## src/rtl/seq_div_pkg.sv

```systemverilog
// Shared types and constants for the sequential signed divider.
package seq_div_pkg;

  localparam int WIDTH_DEF = 32;
  localparam int CNT_W_DEF = 6;

  localparam logic [WIDTH_DEF-1:0] DIV_ZERO_RESULT = {WIDTH_DEF{1'b0}};

  typedef enum logic [1:0] {
    IDLE = 2'd0,
    ITER = 2'd1,
    FIX  = 2'd2,
    DONE = 2'd3
  } div_state_e;

endpackage

```

## src/rtl/seq_signed_divider_twos_negate.sv

```systemverilog
// Combinational conditional two's-complement negate: inverter plus incrementer.
module twos_negate #(
  parameter int WIDTH = 32
) (
  input  logic [WIDTH-1:0] in,
  input  logic             neg,
  output logic [WIDTH-1:0] out
);

  logic [WIDTH-1:0] inv_s;

  assign inv_s = in ^ {WIDTH{neg}};
  assign out   = inv_s + {{(WIDTH-1){1'b0}}, neg};

endmodule

```

## src/rtl/seq_signed_divider.sv

```systemverilog
// Multicycle signed divider, one restoring step per cycle, quotient truncated toward zero.
// Optional remainder output enabled by defining SEQ_DIV_REMAINDER_EN.
module seq_signed_divider
  import seq_div_pkg::*;
#(
  parameter int WIDTH = WIDTH_DEF,
  parameter int CNT_W = CNT_W_DEF
) (
  input  logic             clock,
  input  logic             reset,
  input  logic             ctrl_DIV,
  input  logic [WIDTH-1:0] data_operandA,
  input  logic [WIDTH-1:0] data_operandB,
  output logic [WIDTH-1:0] data_result,
  output logic             data_exception,
  output logic             data_resultRDY
`ifdef SEQ_DIV_REMAINDER_EN
  ,
  output logic [WIDTH-1:0] data_remainder
`endif
);

  localparam logic [CNT_W-1:0] LAST_CNT = CNT_W'(WIDTH - 1);

  div_state_e       state_q, state_d;
  logic [CNT_W-1:0] cnt_q, cnt_d;
  logic [WIDTH-1:0] rem_q, rem_d;
  logic [WIDTH-1:0] quo_q, quo_d;
  logic [WIDTH-1:0] mag_b_q, mag_b_d;
  logic             neg_quo_q, neg_quo_d;
  logic             div_zero_q, div_zero_d;
  logic [WIDTH-1:0] result_q, result_d;
  logic             exc_q, exc_d;
  logic             rdy_q, rdy_d;

  logic [WIDTH-1:0] abs_a_s, abs_b_s, quo_signed_s;
  logic [WIDTH:0]   rem_shift_s;
  logic [WIDTH-1:0] rem_sub_s;
  logic             sub_ok_s;

  twos_negate #(.WIDTH(WIDTH)) u_abs_a (.in(data_operandA), .neg(data_operandA[WIDTH-1]), .out(abs_a_s));
  twos_negate #(.WIDTH(WIDTH)) u_abs_b (.in(data_operandB), .neg(data_operandB[WIDTH-1]), .out(abs_b_s));
  twos_negate #(.WIDTH(WIDTH)) u_fix_q (.in(quo_q), .neg(neg_quo_q), .out(quo_signed_s));

`ifdef SEQ_DIV_REMAINDER_EN
  logic             neg_a_q, neg_a_d;
  logic [WIDTH-1:0] remainder_q, remainder_d;
  logic [WIDTH-1:0] rem_signed_s;

  twos_negate #(.WIDTH(WIDTH)) u_fix_r (.in(rem_q), .neg(neg_a_q), .out(rem_signed_s));
  assign data_remainder = remainder_q;
`endif

  // The restored remainder is always below |B|, so the top bit is only needed for the compare.
  assign rem_shift_s = {rem_q, quo_q[WIDTH-1]};
  assign sub_ok_s    = (rem_shift_s >= {1'b0, mag_b_q});
  assign rem_sub_s   = rem_shift_s[WIDTH-1:0] - mag_b_q;

  // State and datapath registers
  always_ff @(posedge clock) begin
    if (reset) begin
      state_q    <= IDLE;
      cnt_q      <= {CNT_W{1'b0}};
      rem_q      <= {WIDTH{1'b0}};
      quo_q      <= {WIDTH{1'b0}};
      mag_b_q    <= {WIDTH{1'b0}};
      neg_quo_q  <= 1'b0;
      div_zero_q <= 1'b0;
      result_q   <= {WIDTH{1'b0}};
      exc_q      <= 1'b0;
      rdy_q      <= 1'b0;
`ifdef SEQ_DIV_REMAINDER_EN
      neg_a_q     <= 1'b0;
      remainder_q <= {WIDTH{1'b0}};
`endif
    end else begin
      state_q    <= state_d;
      cnt_q      <= cnt_d;
      rem_q      <= rem_d;
      quo_q      <= quo_d;
      mag_b_q    <= mag_b_d;
      neg_quo_q  <= neg_quo_d;
      div_zero_q <= div_zero_d;
      result_q   <= result_d;
      exc_q      <= exc_d;
      rdy_q      <= rdy_d;
`ifdef SEQ_DIV_REMAINDER_EN
      neg_a_q     <= neg_a_d;
      remainder_q <= remainder_d;
`endif
    end
  end

  // Next-state: a start pulse restarts from any state
  always_comb begin
    state_d = state_q;
    case (state_q)
      IDLE:    state_d = ctrl_DIV ? ITER : IDLE;
      ITER:    state_d = ctrl_DIV ? ITER : ((cnt_q == LAST_CNT) ? FIX : ITER);
      FIX:     state_d = ctrl_DIV ? ITER : DONE;
      DONE:    state_d = ctrl_DIV ? ITER : IDLE;
      default: state_d = IDLE;
    endcase
  end

  // Datapath and output next values
  always_comb begin
    cnt_d      = cnt_q;
    rem_d      = rem_q;
    quo_d      = quo_q;
    mag_b_d    = mag_b_q;
    neg_quo_d  = neg_quo_q;
    div_zero_d = div_zero_q;
    result_d   = result_q;
    exc_d      = exc_q;
    rdy_d      = 1'b0;
`ifdef SEQ_DIV_REMAINDER_EN
    neg_a_d     = neg_a_q;
    remainder_d = remainder_q;
`endif
    if (ctrl_DIV) begin
      cnt_d      = {CNT_W{1'b0}};
      rem_d      = {WIDTH{1'b0}};
      quo_d      = abs_a_s;
      mag_b_d    = abs_b_s;
      neg_quo_d  = data_operandA[WIDTH-1] ^ data_operandB[WIDTH-1];
      div_zero_d = (data_operandB == {WIDTH{1'b0}});
`ifdef SEQ_DIV_REMAINDER_EN
      neg_a_d    = data_operandA[WIDTH-1];
`endif
    end else begin
      case (state_q)
        ITER: begin
          rem_d = sub_ok_s ? rem_sub_s : rem_shift_s[WIDTH-1:0];
          quo_d = {quo_q[WIDTH-2:0], sub_ok_s};
          cnt_d = cnt_q + {{(CNT_W-1){1'b0}}, 1'b1};
        end
        FIX: begin
          result_d = div_zero_q ? WIDTH'(DIV_ZERO_RESULT) : quo_signed_s;
          exc_d    = div_zero_q;
          rdy_d    = 1'b1;
`ifdef SEQ_DIV_REMAINDER_EN
          remainder_d = div_zero_q ? {WIDTH{1'b0}} : rem_signed_s;
`endif
        end
        default: ;
      endcase
    end
  end

  assign data_result    = result_q;
  assign data_exception = exc_q;
  assign data_resultRDY = rdy_q;

endmodule

```

## config.mk

```make
export PLATFORM = sky130hd
export DESIGN_NAME = seq_signed_divider
export DESIGN_NICKNAME = d
export VERILOG_FILES = /design/src/rtl/seq_div_pkg.sv /design/src/rtl/seq_signed_divider_twos_negate.sv /design/src/rtl/seq_signed_divider.sv
export SDC_FILE = /design/constraint.sdc
export NUM_CORES = 1
export LEC_CHECK = 0
export CORE_MARGIN = 4
export CORE_UTILIZATION = 35
export DETAILED_ROUTE_END_ITERATION = 8
export HOLD_SLACK_MARGIN = 0.03
export PLACE_DENSITY_LB_ADDON = 0.15
export SYNTH_ARGS = -nofsm -noshare
export SYNTH_HDL_FRONTEND = slang
export SYNTH_SLANG_ARGS = --single-unit
export TNS_END_PERCENT = 5
```

## constraint.sdc

```tcl
create_clock -name clock -period 5 [get_ports clock]
set_input_delay 1 -clock clock [delete_from_list [all_inputs] [get_ports clock]]
set_output_delay 1 -clock clock [all_outputs]
set_load 0.05 [all_outputs]
```

**After elaboration in Yosys (flattened, before gate mapping)**

Index checks and enable logic that the tools add are counted.

- Register bits: 140
- Output and inout port bits: 34
- Word-level logic and storage cells: 41

- Add/sub/neg operators: 5
- Magnitude comparators: 1
- Eq/ne operators: 4
- Mux-type cells: 10
- Bitwise gates (word level): 5
- Reduce and logical (&&, ||, !) cells: 6

Operators with widths:

| cell | count |
|---|---|
| 32-bit 2-to-1 mux | 4 |
| 32-bit by 1-bit adder with 32-bit output | 3 |
| 32-bit bitwise XOR | 3 |
| 33-bit by 32-bit greater-or-equal comparator with 1-bit output | 1 |
| 32-bit logical NOT | 1 |
| 32-bit subtractor | 1 |
| 6-bit by 1-bit adder with 6-bit output (second input constant) | 1 |
| 6-bit by 5-bit == test with 1-bit output (second input constant) | 1 |
| 2-bit 2-to-1 mux | 3 |
| 2-bit case mux with 3 select lines | 1 |
| 2-bit == test (second input constant) | 2 |
| 2-bit OR reduction | 2 |
| 2-bit by 1-bit == test with 1-bit output (second input constant) | 1 |
| 2-bit logical NOT | 1 |
| 1-bit 2-to-1 mux | 2 |
| 2-bit AND reduction | 1 |
| 2-bit nonzero test | 1 |
| 1-bit NOT | 1 |
| 1-bit bitwise XOR | 1 |

**Depth between registers and ports, before layout**

Gate-level depths: netlist of the first run.

- Word-level depth: 4
- Gate-level depth with buffers: 14
- Depth with buffers taken out: 11

**Hierarchy**

From an unflattened synthesis of the first run, not the netlist that was laid out.

- Cells, all modules: 1565
- Area, all modules: 12092.8 µm²

By module, submodules not included:

| module | instances | cells each | area each (µm²) |
|---|---|---|---|
| seq_signed_divider | 1 | 956 | 7731.2 |
| twos_negate | 3 | 203 | 1453.9 |

**Least setup slack after synthesis of the first run**

Ideal clock, no wire load.

- Path type: input -> register
- From: input data_operandA[31]
- To: register quo_q[30]
- Data arrival time: 3.730 ns
- Slack: 1.185 ns
- Stages on the path: 14
- Buffers on the path: 5
- Cell sequence: buf_4 buf_2 buf_1 buf_1 xor2_1 ha_1 o221ai_2 nor4_2 and2_0 buf_2 nand4_1 o211ai_2 xnor2_1 a211oi_1

- Word-level cells in the longest chain between the ends: 3

RTL lines:

| element | RTL line | source |
|---|---|---|
| from (decl) | seq_signed_divider.sv:12 | `input logic [WIDTH-1:0] data_operandA,` |
| 32-bit bitwise XOR | seq_signed_divider_twos_negate.sv:12 | `assign inv_s = in ^ {WIDTH{neg}};` |
| 32-bit by 1-bit adder with 32-bit output (*) | seq_signed_divider_twos_negate.sv:13 | `assign out = inv_s + {{(WIDTH-1){1'b0}}, neg};` |
| 32-bit 2-to-1 mux (*) | seq_signed_divider.sv:121 | `if (ctrl_DIV) begin` |
| to (signal assigned) | seq_signed_divider.sv:65 | `quo_q <= {WIDTH{1'b0}};` |
| to (signal assigned) | seq_signed_divider.sv:80 | `quo_q <= quo_d;` |
| to (decl) | seq_signed_divider.sv:28 | `logic [WIDTH-1:0] quo_q, quo_d;` |

Every way passes the cells marked *; elsewhere a longest branch is shown, timed or not.
A chain may end at the register's enable or synchronous reset.

**Worst setup path after layout of the first run**

- From: register mag_b_q[3]
- To: register rem_q[18]

- Word-level cells in the longest chain between the ends: 2
- Elaborated cells between the ends (all ways): 3
- Classes of those cells: add/sub: 1; order compare: 1; mux: 1

RTL lines:

| element | RTL line | source |
|---|---|---|
| from (decl) | seq_signed_divider.sv:29 | `logic [WIDTH-1:0] mag_b_q, mag_b_d;` |
| from (signal assigned) | seq_signed_divider.sv:66 | `mag_b_q <= {WIDTH{1'b0}};` |
| from (signal assigned) | seq_signed_divider.sv:81 | `mag_b_q <= mag_b_d;` |
| 32-bit subtractor or 33-bit by 32-bit greater-or-equal comparator with 1-bit output (tied branches) | seq_signed_divider.sv:57, seq_signed_divider.sv:56 |  |
| 32-bit 2-to-1 mux (*) | seq_signed_divider.sv:134 | `rem_d = sub_ok_s ? rem_sub_s : rem_shift_s[WIDTH-1:0];` |
| to (signal assigned) | seq_signed_divider.sv:64 | `rem_q <= {WIDTH{1'b0}};` |
| to (signal assigned) | seq_signed_divider.sv:79 | `rem_q <= rem_d;` |
| to (decl) | seq_signed_divider.sv:27 | `logic [WIDTH-1:0] rem_q, rem_d;` |

Marks and branches as above.

==> out/results.ini, run 1 <==
[critical_path]
worst-r2r-cell-count=11
cp-start-kind=flip-flop
timing.rr.start=mag_b_q[3]
r2r_slack_ns=1.52
arrival_ns=3.81
regToRegEndpoint=rem_q[18]
end_kind=flip-flop
critPathMaxFanout=15
required_ns=5.33
critPathLaunch=mag_b_q[3]
worst-setup-path-type=reg2reg

[finish]
layout-drive-gt1-share_pct=6.537
antenna_cells=0
fin_nets=1536
fin_area_mm2=0.01265
syn_to_final_growth_pct=16.00

[yosys]
syn_nets=1501
syn_inst=1391
yosys_register_bits=140
synth_area_leader_cell=dfxtp_1
yosysSeqAreaShare_pct=25.69
synth_warnings=0
synthTopCellsByArea=dfxtp_1, xnor2_1, ha_1, xor2_1, nor2_1
synth_cell_types=87
synth_area_per_cell_um2=7.843
synth_most_common_cell=dfxtp_1
synthesis.area_mm2=0.01091
synth-main-ff-cell=dfxtp_1
synth_top_area_share_pct=25.69
netlist_top_cells_count=dfxtp_1, nor2_1, nand2_1
async_reset_ff_share_pct=0
synth_edf_count=0

[clock_network]
clk_latency_ns=0.43
ctsHtreeMaxLevel=4
cts_root_buf=clkbuf_16
numCtsBuffers=17
cts_tree=done
hold_buffers=0
clkTransAtPathRegs_ns=0.06
cts_setup_buffers=0
clk_path_buf_depth=2
cts.sinks=140
cts_resized=0

[die]
io_pins=101
coreArea_mm2=0.03067
start_util_pct=35.57
die_width_um=184.5
fp.dieH_um=184.5
die_area_mm2=0.03406
rows=64

[pwr]
irDropWorstVdd_uv=225.0
powerDensity_mw_per_mm2=268.5
power.static_leakage_nw=4.596

[detailed_routing]
drt_wl_total_um=30770
antenna_left=0
wl_per_cell_um=16.77
vias_per_cell=5.467
dr_total_vias=10030
first_pass_iters=5
drc=0
drtIter0Drc=665

[global_route]
grt_pass1_wl_um=49820
overflow=0
grt_pass1_vias=9012
grtUsageTotal_pct=17.90
grt_antenna_before_repair=0
grt_max_degree=45

[placed_design]
dpl-instance-area_mm2=0.01208
gp_congestion=0.8637
portBuffers=100
hpwl_um=23170

[sta]
worst_pin_slew_ns=0.9303
hold_viol=0
fin_crit_ns=3.478
setup_tns_ns=0
max_freq_mhz=287.5
relSlewSlack_pct=37.75
skew_ns=0.009259
setup_viol=0
timing.final.crit_share_pct=69.56
slew_violations=0
rsz0062_at_grt=false

[worst_hold_path]
hp-class=reg2reg
hold_start=data_result[7]
hold_depth=2
worstHoldEndpoint=data_result[7]

[run_status]
status=complete, no violations

[flow_run]
max_cap_violations=0

## cells by family (layout without fill, tap and decap cells)
logic type / count (synthesis) / count (layout) / share of synthesized area, %
adder cells (fa/ha/maj): 43 / 43 / 5.001
flip-flops: 140 / 140 / 25.69
AND/OR/NAND/NOR: 453 / 453 / 22.09
buffers and inverters: 159 / 206 / 6.125
XOR/XNOR: 145 / 145 / 11.64
AO/OA/AOI/OAI: 397 / 397 / 24.35
multiplexers: 54 / 54 / 5.104
## power breakdown
group / internal [W] / switching [W]
clock: 0.000732 / 0.000520
sequential: 0.00117 / 0.0000725
combinational: 0.000377 / 0.000529
## stage by stage
stage / worst slack, ns / instances / total power, W / hold slack [ns] / utilization (%)
2_1_floorplan: 1.185 / 1391 / 0.001898 / 0.4417 / -
3_3_place_gp: 1.166 / 1803 / 0.002157 / 0.4443 / 39.39
3_5_place_dp: 1.131 / 1803 / 0.002158 / 0.4505 / 39.39
4_1_cts: 1.471 / 1834 / 0.003426 / 0.4596 / 41.26
5_1_grt: 1.228 / 1834 / 0.003590 / 0.4947 / 41.26
6_report: 1.522 / 1834 / 0.003398 / 0.4569 / 41.26
## critical path: stages, from the launching register on
cell and delay [ns]:
dfxtp_1 0.34, inv_1 0.08, ha_1 0.35, a21o_1 0.20
a21oi_1 0.28, a21oi_1 0.14, o21a_1 0.24, o311ai_1 0.47
and2_1 0.62, buf_4 0.35, nor2_1 0.09, o31ai_1 0.23
## layer usage
metal  vias to the layer above  part of all wire (%)  track usage (%)
met1                      4636                    56            29.67
met4                         0                   1.3            4.259
met3                        19                   4.6            2.921
li1                       5128                     -                -
met5                         -                     0                0
met2                       243                    38            23.29
## sequential cells by signal, indices dropped and copies added (netlist names)
name and count:
cnt_q 6, quo_q 32, mag_b_q 32, state_q 2, data_resultRDY 1, div_zero_q 1, data_result 32, neg_quo_q 1
rem_q 32, data_exception 1
## how the worst max path moves through the flow
stage	endpoint
2_1_floorplan	quo_q[30]
3_3_place_gp	quo_q[29]
3_5_place_dp	quo_q[30]
4_1_cts	rem_q[0]
5_1_grt	rem_q[1]
6_report	rem_q[18]
## cell type report
cell class,count,area (µm²)
Clock buffer,17,425.4
Clock inverter,14,147.6
Fill cell,3166,18010
Inverter,60,225.2
Multi-Input combinational cell,1092,7463
Sequential cell,140,2804
Tap cell,396,495.5
Timing Repair Buffer,115,1094
## cell usage in the layout (no fill, tap or decap), types with 28 or more instances in the layout
master / synthesis / routed
a211oi_1: 47 / 47
a21oi_1: 72 / 72
a31oi_1: 35 / 35
clkdlybuf4s50_1: 0 / 96
dfxtp_1: 140 / 139
ha_1: 42 / 41
inv_1: 60 / 60
mux2i_1: 44 / 44
nand2_1: 101 / 101
nand3_1: 28 / 28
nor2_1: 121 / 120
nor2b_1: 29 / 29
o21ai_0: 83 / 83
o22ai_1: 31 / 31
xnor2_1: 87 / 87
xor2_1: 58 / 58
Note: power is estimated with default switching activity, not from simulation.
==> run 2: changes to the inputs <==
clock period = 3.1 ns   (was 5 ns; I/O delays follow)
==> out/results.ini, run 2 (synthesized netlist as in run 1, its figures left out) <==
[die]
coreArea_mm2=0.03067  ; unchanged
rows=64  ; unchanged
io_pins=101  ; unchanged
die_width_um=184.5  ; unchanged
die_area_mm2=0.03406  ; unchanged
fp.dieH_um=184.5  ; unchanged
start_util_pct=35.57  ; unchanged

[finish]
fillers=3097  ; -2.2%
syn_to_final_growth_pct=23.06
final_cell_mix=dfxtp_1, nor2_1, buf_4
fin_nets=1631  ; +6.2%
layout-drive-gt1-share_pct=12.39  ; +5.8 points
antenna_cells=0  ; unchanged
seqCellArea_mm2=0.002804  ; unchanged
final_common_cell=dfxtp_1
multiInputGateArea_mm2=0.007473  ; +0.13%

[run_status]
status=complete, no violations

[placed_design]
gp_congestion=0.8654  ; +0.20%
hpwl_um=24280  ; +4.8%
portBuffers=100  ; unchanged

[pwr]
total_power_w=0.005697  ; +68%
combPwrFrac_pct=27.7  ; +1.0 points
power.switching_w=0.001829  ; +63%
power_frac_seq_pct=34.9  ; -1.6 points
powerDensity_mw_per_mm2=424.3  ; +58%
pwr-share-clk_pct=37.4  ; +0.6 points
power.static_leakage_nw=5.116  ; +11%
p_int_w=0.003868  ; +70%
switching_share_pct=32.11  ; -0.88 points
irDropWorstVdd_uv=346.9  ; +54%

[sta]
max_freq_mhz=346.0
worst_pin_slew_ns=0.7652  ; -0.1651 ns
skew_ns=0.01605  ; +0.006792 ns
hold_viol=0  ; unchanged
slew_violations=0  ; unchanged
setup_tns_ns=0  ; unchanged
rsz0062_at_grt=false
setup_viol=0  ; unchanged
relSlewSlack_pct=48.99  ; +11 points
timing.final.crit_share_pct=93.23
fin_crit_ns=2.890

[clock_network]
clkTransAtPathRegs_ns=0.06  ; about the same
numCtsBuffers=17  ; unchanged
cts.sinks=140  ; unchanged
cts_setup_buffers=0  ; unchanged
clk_path_buf_depth=2  ; unchanged
cts_root_buf=clkbuf_16
cts_tree=done
ctsHtreeMaxLevel=4  ; unchanged
clk_latency_ns=0.44  ; about the same

[critical_path]
worst-setup-path-type=in2reg
arrival_ns=3.18  ; -0.63 ns
critPathMaxFanout=4  ; -11
cp-start-kind=primary input
timing.rr.start=mag_b_q[20]
worst-r2r-cell-count=13  ; +2
regToRegEndpoint=rem_q[23]
endpoint=mag_b_q[29]
required_ns=3.39  ; -1.94 ns
r2r_slack_ns=0.21  ; -1.31 ns
end_kind=flip-flop
critPathLaunch=data_operandB[5]

[global_route]
grt_antenna_before_repair=0  ; unchanged
grt_pass1_vias=9401  ; +4.3%
overflow=0  ; unchanged
grtUsageTotal_pct=18.21  ; +0.31 points
grt_pass1_wl_um=50730  ; +1.8%
grt_max_degree=51  ; +13%

[detailed_routing]
drtIter0Drc=608  ; -8.6%
first_pass_iters=5  ; unchanged
wl_per_cell_um=16.29  ; -2.9%
antenna_left=0  ; unchanged
drt_wl_total_um=31450  ; +2.2%
vias_per_cell=5.348  ; -2.2%
drc=0  ; unchanged
dr_total_vias=10320  ; +2.9%

[flow_run]
max_cap_violations=0  ; unchanged

[worst_hold_path]
hp-class=reg2reg

==> run 2: worst min path at each step <==
| stage | startpoint | end | slack, ns | cells past startpoint |
|---|---|---|---|---|
| after CTS | mag_b_q[31] | mag_b_q[31] | 0.47 | 2 |
| after detailed placement | mag_b_q[31] | mag_b_q[31] | 0.46 | 2 |
| after global routing | data_result[5] | data_result[5] | 0.49 | 2 |
| after global placement | data_result[5] | data_result[5] | 0.44 | 2 |
| final | data_result[5] | data_result[5] | 0.47 | 2 |
| after floorplan | mag_b_q[12] | mag_b_q[12] | 0.44 | 2 |
==> run 2: per-stage QoR <==
stage | std cells | cell area (µm²) | utilization (%) | setup slack (ns) | hold WS, ns
2_1_floorplan | 1391 | 10920 | - | -0.1298 | 0.4417
3_3_place_gp | 1898 | 12810 | 41.77 | -0.2081 | 0.4412
3_5_place_dp | 1898 | 12810 | 41.77 | -0.2591 | 0.4620
4_1_cts | 1930 | 13420 | 43.75 | 0.08247 | 0.4713
5_1_grt | 1930 | 13430 | 43.77 | 0.02520 | 0.4949
6_report | 1930 | 13430 | 43.77 | 0.2098 | 0.4680
==> run 2: final cells by class <==
class | count | area share (%)
flip-flops and latches | 140 | 20.89
well taps | 396 | 3.691
repair buffers | 210 | 13.55
inverters | 60 | 1.678
clock inverters | 13 | 1.230
multi-input cells | 1092 | 55.67
clock buffers | 19 | 3.299
==> run 2: worst max-delay path, cell delays in order <==
cell	delay [ns]
clkdlybuf4s50_1	0.42
or3_1	0.42
o22ai_1	0.27
or3b_2	0.53
nor4b_4	0.39
nand2_1	0.11
mux2i_1	0.18
xor2_1	0.17
o22ai_1	0.08
==> run 2: layer usage <==
layer / GRT usage (%) / wire length, µm / vias to the layer above
li1: - / - / 5310
met1: 29.90 / 17750 / 4776
met2: 24.43 / 12010 / 209
met3: 2.427 / 1246 / 26
met4: 4.377 / 438 / 0
met5: 0 / 0 / -
==> run 2: power groups by stage <==
stage / clock network [W] / registers, W / logic, W
after floorplan: 0 / 0.00197 / 0.00110
after global placement: 0 / 0.00202 / 0.00155
after detailed placement: 0 / 0.00203 / 0.00156
after CTS: 0.00218 / 0.00199 / 0.00157
after global routing: 0.00224 / 0.00200 / 0.00175
final: 0.00213 / 0.00199 / 0.00158
==> run 2: what timing repair did <==
action                                  4_1_cts  5_1_grt
endpoints found under the setup margin        0        4
hold buffers                                  0        0
resized for setup                             0        3
==> run 3: changes to the inputs <==
MAX_ROUTING_LAYER = met4   (was unset)
PLACE_DENSITY_LB_ADDON = 0.2   (was 0.15)
clock period = 3.76 ns   (was 3.1 ns; I/O delays follow)
==> out/results.ini, run 3 (synthesized netlist as in run 1, its figures left out) <==
[run_status]
status=complete, no violations

[detailed_routing]
first_pass_iters=5  ; unchanged
wl_per_cell_um=16.40  ; +0.67%
drc=0  ; unchanged
vias_per_cell=5.472  ; +2.3%
antenna_left=0  ; unchanged
dr_total_vias=10110  ; -2.0%
drtIter0Drc=748  ; +23%
drt_wl_total_um=30320  ; -3.6%

[sta]
max_freq_mhz=320.8
skew_ns=0.007932  ; -0.008119 ns
relSlewSlack_pct=23.85  ; -25 points
setup_tns_ns=0  ; unchanged
hold_viol=0  ; unchanged
rsz0062_at_grt=false
fin_ws_ns=0.6427  ; +0.4330 ns
fin_crit_ns=3.117
timing.final.crit_share_pct=82.91
setup_viol=0  ; unchanged
worst_pin_slew_ns=1.140  ; +0.3748 ns
slew_violations=0  ; unchanged

[finish]
layout-drive-gt1-share_pct=7.438  ; -4.9 points
fillers=3089  ; -0.26%
antenna_cells=0  ; unchanged
layoutNonFillerInstCount=1848  ; -4.2%
final_cell_mix=dfxtp_1, nor2_1, nand2_1
syn_to_final_growth_pct=17.31
final_common_cell=dfxtp_1
postLayoutCoreUtil_pct=41.73  ; -2.0 points
fin_nets=1549  ; -5.0%

[global_route]
grt_antenna_before_repair=0  ; unchanged
grtUsageTotal_pct=18.22  ; about the same
overflow=0  ; unchanged
grt_max_degree=67  ; +31%
grt_pass1_wl_um=49620  ; -2.2%
grt_pass1_vias=9198  ; -2.2%

[die]
start_util_pct=35.57  ; unchanged
rows=64  ; unchanged
die_area_mm2=0.03406  ; unchanged
die_width_um=184.5  ; unchanged
io_pins=101  ; unchanged
coreArea_mm2=0.03067  ; unchanged
fp.dieH_um=184.5  ; unchanged

[flow_run]
max_cap_violations=0  ; unchanged

[critical_path]
cp-start-kind=primary input
cpMostUsedCell=o22ai_1
critPathMaxStageDelay_ns=0.54  ; about the same
crit_family=simple AND/OR/NAND/NOR gates
worst-r2r-cell-count=11  ; -2
critPathMaxFanout=5  ; +1
critPathLaunch=data_operandB[4]
regToRegEndpoint=rem_q[26]
arrival_ns=3.41  ; +0.23 ns
required_ns=4.05  ; +0.66 ns
slowest_stage=or3b_2
crit_buf_inv=1  ; unchanged
worst-setup-path-type=in2reg
end_kind=flip-flop
worstPathCellList=clkdlybuf4s50_1 -> or3_1 -> o22ai_1 -> or3b_2 -> nor4b_4 -> nand2_1 -> mux2i_1 -> xor2_1 -> o22ai_1
timing.rr.start=quo_q[31]
r2r_slack_ns=0.64  ; +0.43 ns
crit_cells=9  ; unchanged
endpoint=mag_b_q[29]

[clock_network]
cts.sinks=140  ; unchanged
clkTransAtPathRegs_ns=0.06  ; about the same
cts_resized=0  ; unchanged
clk_latency_ns=0.42  ; -0.02 ns
cts_root_buf=clkbuf_16
cts_tree=done
numCtsBuffers=17  ; unchanged
cts_setup_buffers=0  ; unchanged
ctsHtreeMaxLevel=4  ; unchanged
hold_buffers=0  ; unchanged
clk_path_buf_depth=2  ; unchanged

[placed_design]
preCtsSetupSlack_ns=0.2027  ; +0.4617 ns
hpwl_um=23200  ; -4.4%
dp.cells=1816  ; -4.3%
portBuffers=100  ; unchanged
gp_congestion=0.9025  ; +4.3%

[pwr]
power.static_leakage_nw=4.685  ; -8.4%
powerDensity_mw_per_mm2=362.5  ; -15%
irDropWorstVdd_uv=287.3  ; -17%
total_power_w=0.004639  ; -19%

[worst_hold_path]
hp-class=reg2reg

-- run 3: cell count changes in the layout (fill, tap and decap cells not counted), sizes merged --
| cell | previous run | this run |
|---|---|---|
| buf | 114 | 32 |
| clkinv | 7 | 4 |
| clkinvlp | 1 | 4 |
| clkbuf | 19 | 18 |
| inv | 62 | 63 |
-- run 3: final cells by class --
type                    instances  area, µm²  area share (%)
well taps                     396      495.5           3.872
repair buffers                128       1191           9.308
flip-flops and latches        140       2804           21.91
inverters                      60      225.2           1.760
clock buffers                  18      439.2           3.432
multi-input cells            1092       7458           58.28
clock inverters                14      183.9           1.437
-- run 3: worst min-delay path by stage --
stage                         start               to  slack (ns)  cells after the start
finish              data_result[31]  data_result[31]        0.48                      1
global route        data_result[13]  data_result[13]        0.49                      1
CTS                     mag_b_q[31]      mag_b_q[31]        0.48                      2
detailed placement  data_result[26]  data_result[26]        0.47                      1
global placement     data_result[7]   data_result[7]        0.45                      2
floorplan               mag_b_q[12]      mag_b_q[12]        0.44                      2
-- run 3: metal layers --
layer | GRT usage (%) | vias to the layer above | share of wire [%]
met5 | - | - | 0
li1 | - | 5143 | -
met1 | 28.99 | 4698 | 55
met3 | 2.270 | 16 | 4.6
met2 | 24.09 | 255 | 40
met4 | 3.875 | 0 | 0.99
-- run 3: power breakdown --
group	switching, W	internal, W
logic	0.000704	0.000515
clock network	0.000701	0.00107
registers	0.0000928	0.00155
-- run 3: metrics by stage --
step                      cell area, µm²  hold slack (ns)
after floorplan                    10910           0.4417
after global placement             12170           0.4535
after detailed placement           12170           0.4675
after CTS                          12800           0.4794
after global routing               12800           0.4917
final                              12800           0.4766
